--- src/rtl/gen_bus_arbiter.sv ---
// Two-master arbiter onto a single shared RAM port: round-robin or fixed priority,
// non-preemptive, with per-master completion counters.
module gen_bus_arbiter #(
    parameter string       ARB_MODE = "RR",
    parameter int unsigned CNT_W    = 32
) (
    input  logic             CLK,
    input  logic             nRST,
    // requester 0 (core)
    input  logic [31:0]      m0_addr,
    input  logic             m0_ren,
    input  logic             m0_wen,
    input  logic [31:0]      m0_wdata,
    input  logic [3:0]       m0_byte_en,
    output logic [31:0]      m0_rdata,
    output logic             m0_busy,
    // requester 1 (debug / dump master)
    input  logic [31:0]      m1_addr,
    input  logic             m1_ren,
    input  logic             m1_wen,
    input  logic [31:0]      m1_wdata,
    input  logic [3:0]       m1_byte_en,
    output logic [31:0]      m1_rdata,
    output logic             m1_busy,
    // shared RAM port
    output logic [31:0]      s_addr,
    output logic             s_ren,
    output logic             s_wen,
    output logic [31:0]      s_wdata,
    output logic [3:0]       s_byte_en,
    input  logic [31:0]      s_rdata,
    input  logic             s_busy,
    // status
    output logic [1:0]       owner,
    output logic [CNT_W-1:0] m0_count,
    output logic [CNT_W-1:0] m1_count
);

    localparam bit FIXED_PRIO = (ARB_MODE == "FIXED");

    typedef enum logic [1:0] {
        IDLE   = 2'b00,
        GRANT0 = 2'b01,
        GRANT1 = 2'b10
    } state_t;

    state_t           state_q;
    logic             last_grant_q;  // 0: M0 completed last, 1: M1 completed last
    logic [CNT_W-1:0] cnt0_q;
    logic [CNT_W-1:0] cnt1_q;

    logic req0;
    logic req1;

    assign req0 = m0_ren | m0_wen;
    assign req1 = m1_ren | m1_wen;

    always_ff @(posedge CLK) begin
        if (!nRST) begin
            state_q      <= IDLE;
            last_grant_q <= 1'b1;
            cnt0_q       <= '0;
            cnt1_q       <= '0;
        end else begin
            case (state_q)
                IDLE: begin
                    if (req0 && req1) begin
                        state_q <= (FIXED_PRIO || last_grant_q) ? GRANT0 : GRANT1;
                    end else if (req0) begin
                        state_q <= GRANT0;
                    end else if (req1) begin
                        state_q <= GRANT1;
                    end
                end
                GRANT0: begin
                    if (req0) begin
                        if (!s_busy) begin
                            cnt0_q       <= cnt0_q + CNT_W'(1);
                            last_grant_q <= 1'b0;
                            // Fixed priority keeps M0 parked while it keeps asking
                            if (req1 && !FIXED_PRIO) begin
                                state_q <= GRANT1;
                            end
                        end
                    end else begin
                        state_q <= req1 ? GRANT1 : IDLE;
                    end
                end
                GRANT1: begin
                    if (req1) begin
                        if (!s_busy) begin
                            cnt1_q       <= cnt1_q + CNT_W'(1);
                            last_grant_q <= 1'b1;
                            // Either mode hands back to a waiting M0
                            if (req0) begin
                                state_q <= GRANT0;
                            end
                        end
                    end else begin
                        state_q <= req0 ? GRANT0 : IDLE;
                    end
                end
                default: state_q <= IDLE;
            endcase
        end
    end

    // Slave mux is driven from the registered owner only
    always_comb begin
        s_addr    = '0;
        s_ren     = 1'b0;
        s_wen     = 1'b0;
        s_wdata   = '0;
        s_byte_en = '0;
        m0_busy   = 1'b1;
        m1_busy   = 1'b1;
        case (state_q)
            GRANT0: begin
                s_addr    = m0_addr;
                s_ren     = m0_ren;
                s_wen     = m0_wen;
                s_wdata   = m0_wdata;
                s_byte_en = m0_byte_en;
                m0_busy   = s_busy;
            end
            GRANT1: begin
                s_addr    = m1_addr;
                s_ren     = m1_ren;
                s_wen     = m1_wen;
                s_wdata   = m1_wdata;
                s_byte_en = m1_byte_en;
                m1_busy   = s_busy;
            end
            default: ;
        endcase
    end

    assign m0_rdata = s_rdata;
    assign m1_rdata = s_rdata;
    assign owner    = state_q;
    assign m0_count = cnt0_q;
    assign m1_count = cnt1_q;

endmodule

--- config.mk ---
export PLATFORM = sky130hd
export DESIGN_NAME = gen_bus_arbiter
export DESIGN_NICKNAME = d
export VERILOG_FILES = /design/src/rtl/gen_bus_arbiter.sv
export SDC_FILE = /design/constraint.sdc
export NUM_CORES = 1
export LEC_CHECK = 0
export ABC_AREA = 1
export ABC_CLOCK_PERIOD_IN_PS = 3000
export BUFFER_PORTS_ARGS = -buffer_cell sky130_fd_sc_hd__buf_2
export CORE_AREA = 2 2 148 150
export DETAILED_ROUTE_END_ITERATION = 8
export DIE_AREA = 0 0 150 152
export GPL_TIMING_DRIVEN = 1
export SYNTH_ARGS = -nofsm -noshare
export SYNTH_HDL_FRONTEND = slang
export SYNTH_SLANG_ARGS = --single-unit
--- constraint.sdc ---
create_clock -name CLK -period 3 [get_ports CLK]
set_input_delay 0.9 -clock CLK [delete_from_list [all_inputs] [get_ports CLK]]
set_output_delay 0.9 -clock CLK [all_outputs]
set_load 0.02 [all_outputs]
==> results.json <==
{
  "io_pins": 377,
  "start_util_pct": 24.2,
  "dieWidth_um": 150,
  "status": "finished, final reports clean",
  "dieArea_mm2": 0.0228,
  "firstDrtPassIters": 5,
  "core_mm2": 0.0214,
  "max_cap_violations": 0,
  "place_hpwl_um": 18200,
  "fill_cells": 2430,
  "h-tree-depth": 3,
  "routed_wl_um": 21900,
  "clock_sinks": 67,
  "grt_first_pass_wirelength_um": 33000,
  "synth_area_mm2": 0.00517,
  "power_leakage_nw": 3.20,
  "drt_iter0_markers": 226,
  "cp-end-kind": "output pin",
  "worstMarginPinSlew_ns": 0.585,
  "cts_hold_buffers": 0,
  "port_buffers": 280,
  "grt_pass1_vias": 5920,
  "ant_nets": 0,
  "ir_drop_v": 0.000325,
  "insertion_delay_ns": 0.33,
  "synth_edf_count": 0,
  "worstPathArrival_ns": 1.99,
  "yosys_warnings": 0,
  "cp_num_buf_inv": 3,
  "numCtsBuffers": 9,
  "cts_buffer_depth": 2,
  "yosys.cell_types.count": 32,
  "path_delay_family": "buffers and inverters",
  "post-route-drc-count": 0,
  "cp_max_fo": 28,
  "fp.dieH_um": 152,
  "via_per_inst": 4.50,
  "grt_max_degree": 48,
  "grt_overflow_total": 0,
  "synthArstFlopShare_pct": 0,
  "cts_resized": 3,
  "crit_slowest_cell": "dfxtp_2",
  "fin_skew_ns": 0.0103,
  "setup-tns-final_ns": 0,
  "nets": 1274,
  "slew_violations": 0,
  "synth_flop_cell": "dfxtp_1",
  "drive_gt1_share_pct": 30.8,
  "antenna_found_initial": 6,
  "path_cells": "inv_1, ha_4, buf_4, nand2_1, a21oi_1, buf_2",
  "fin_util_pct": 31.8,
  "num_vias": 6220,
  "min_period_ns": 2.89,
  "start_kind": "flop",
  "finalSetupViolCount": 0,
  "maxSlewHeadroom_pct": 60.9,
  "mappedNetlistNets": 1062,
  "synth_cells": 881,
  "postCtsSetupRepairBufs": 0,
  "hold_path_class": "reg -> reg",
  "synthToLayoutAreaGrowth_pct": 31.3,
  "post-route-period-util_pct": 96.2,
  "wire_per_inst_um": 15.8,
  "critPathMaxStageDelay_ns": 0.36,
  "fmax_ghz": 0.347,
  "synth_seq_cells": 67,
  "cts_tree": "yes",
  "gp_congestion": 0.908,
  "rsz0062_at_grt": "false",
  "ys_seq_area_share_pct": 26.0,
  "p_per_area_mw_per_mm2": 606,
  "gr-usage-all-layers_pct": 18.7,
  "cts_root_buffer": "clkbuf_16",
  "critical_path_class": "reg -> out",
  "fp-row-count": 54,
  "hold_violations": 0,
  "avgSynthCellArea_um2": 5.87,
  "clk_pin_slew_ns": 0.06,
  "cp_data_required_time_ns": 2.10
}
worst min-delay path: cells and delay by family (launching register included):
family | cells | cell delay [ns]
flops | 1 | 0.34
buf+inv | 1 | 0.06
compound gates | 1 | 0.05
synthesized netlist by cell type (all sizes together), types with 6 or more instances:
cell    instances  area share (%)
nor3           11             1.2
nor2          114             9.7
ha              6             1.5
buf            66             9.7
nand4          19             2.3
o21ai          29             2.8
dfxtp          67              26
clkbuf         29             2.1
inv            96             7.0
nand3          35             3.5
nand2         283              21
a21oi         104              10
area by class of cell:
class	instances	area (µm²)	area share, %
multi-input combinational	623	2880	42.5
timing repair buffer	296	1520	22.4
sequential	67	1340	19.8
inverter	96	363	5.35
tap	280	350	5.16
clock buffer	11	233	3.43
clock inverter	5	77.6	1.14
antenna	5	12.5	0.184
kinds of logic (layout without fill, tap and decap cells):
| logic type | after synthesis | after routing | synth area share, % |
|---|---|---|---|
| AND/OR/NAND/NOR | 468 | 468 | 38.5 |
| XOR/XNOR | 6 | 6 | 1.02 |
| other | 0 | 5 | 0 |
| AO/OA/AOI/OAI | 143 | 143 | 14.3 |
| adder cells (fa/ha/maj) | 6 | 6 | 1.45 |
| buffers and inverters | 191 | 408 | 18.7 |
| flip-flops | 67 | 67 | 26.0 |
where the power goes:
part	internal (W)	switching, W	total [W]	leakage (nW)
registers	0.000917	0.0000354	0.000952	0.541
logic	0.000613	0.00141	0.00202	2.51
clock network	0.000726	0.000407	0.00113	0.150
registers in the layout (all words and copies together) (netlist names):
signal        count
m0_count         32
m1_count         32
owner             2
last_grant_q      1
path summary, 6_finish.rpt:
kind | start | end | slack, ns | cells after the start
setup / recovery | owner[0]$_SDFFE_PN0P_ | s_wdata[14] | 0.11 | 6
hold / removal | m0_count[2]$_SDFFE_PN0P_ | m0_count[2]$_SDFFE_PN0P_ | 0.48 | 2
setup reg to reg | owner[0]$_SDFFE_PN0P_ | m1_count[26]$_SDFFE_PN0P_ | 0.86 | 11
hold reg to reg | m0_count[2]$_SDFFE_PN0P_ | m0_count[2]$_SDFFE_PN0P_ | 0.48 | 2
through the flow:
| stage | cells | instance area (µm²) | setup WS (ns) | power (W) | hold slack (ns) |
|---|---|---|---|---|---|
| floorplan | 881 | 5170 | 0.359 | 0.00229 | 0.477 |
| global placement | 1362 | 6440 | 0.307 | 0.00297 | 0.471 |
| detailed placement | 1362 | 6440 | 0.258 | 0.00297 | 0.478 |
| CTS | 1378 | 6770 | 0.0234 | 0.00416 | 0.488 |
| global route | 1379 | 6770 | 0.0179 | 0.00434 | 0.513 |
| finish | 1383 | 6780 | 0.114 | 0.00411 | 0.483 |
cells in the final DEF (no fill, tap or decap), types with 3 or more instances in the layout:
cell and n:
a21oi_1 104, buf_2 280, buf_4 16, clkbuf_16 9, dfxtp_1 65, diode_2 5, ha_1 4, inv_1 92
inv_2 3, nand2_1 276, nand2_2 5, nand3_1 34, nand4_1 19, nor2_1 103, nor2_2 4, nor2_4 6
nor3_1 10, o21ai_0 29, o21bai_1 4, xor2_1 5
routing by layer:
layer,vias up,routed length (µm),global-route usage [%]
met1,2767,8110,20.1
met3,43,1750,4.86
met4,2,1170,10.3
met5,-,13,0
li1,3144,-,-
met2,264,10800,32.9
Power figures use the tool's default switching activity.
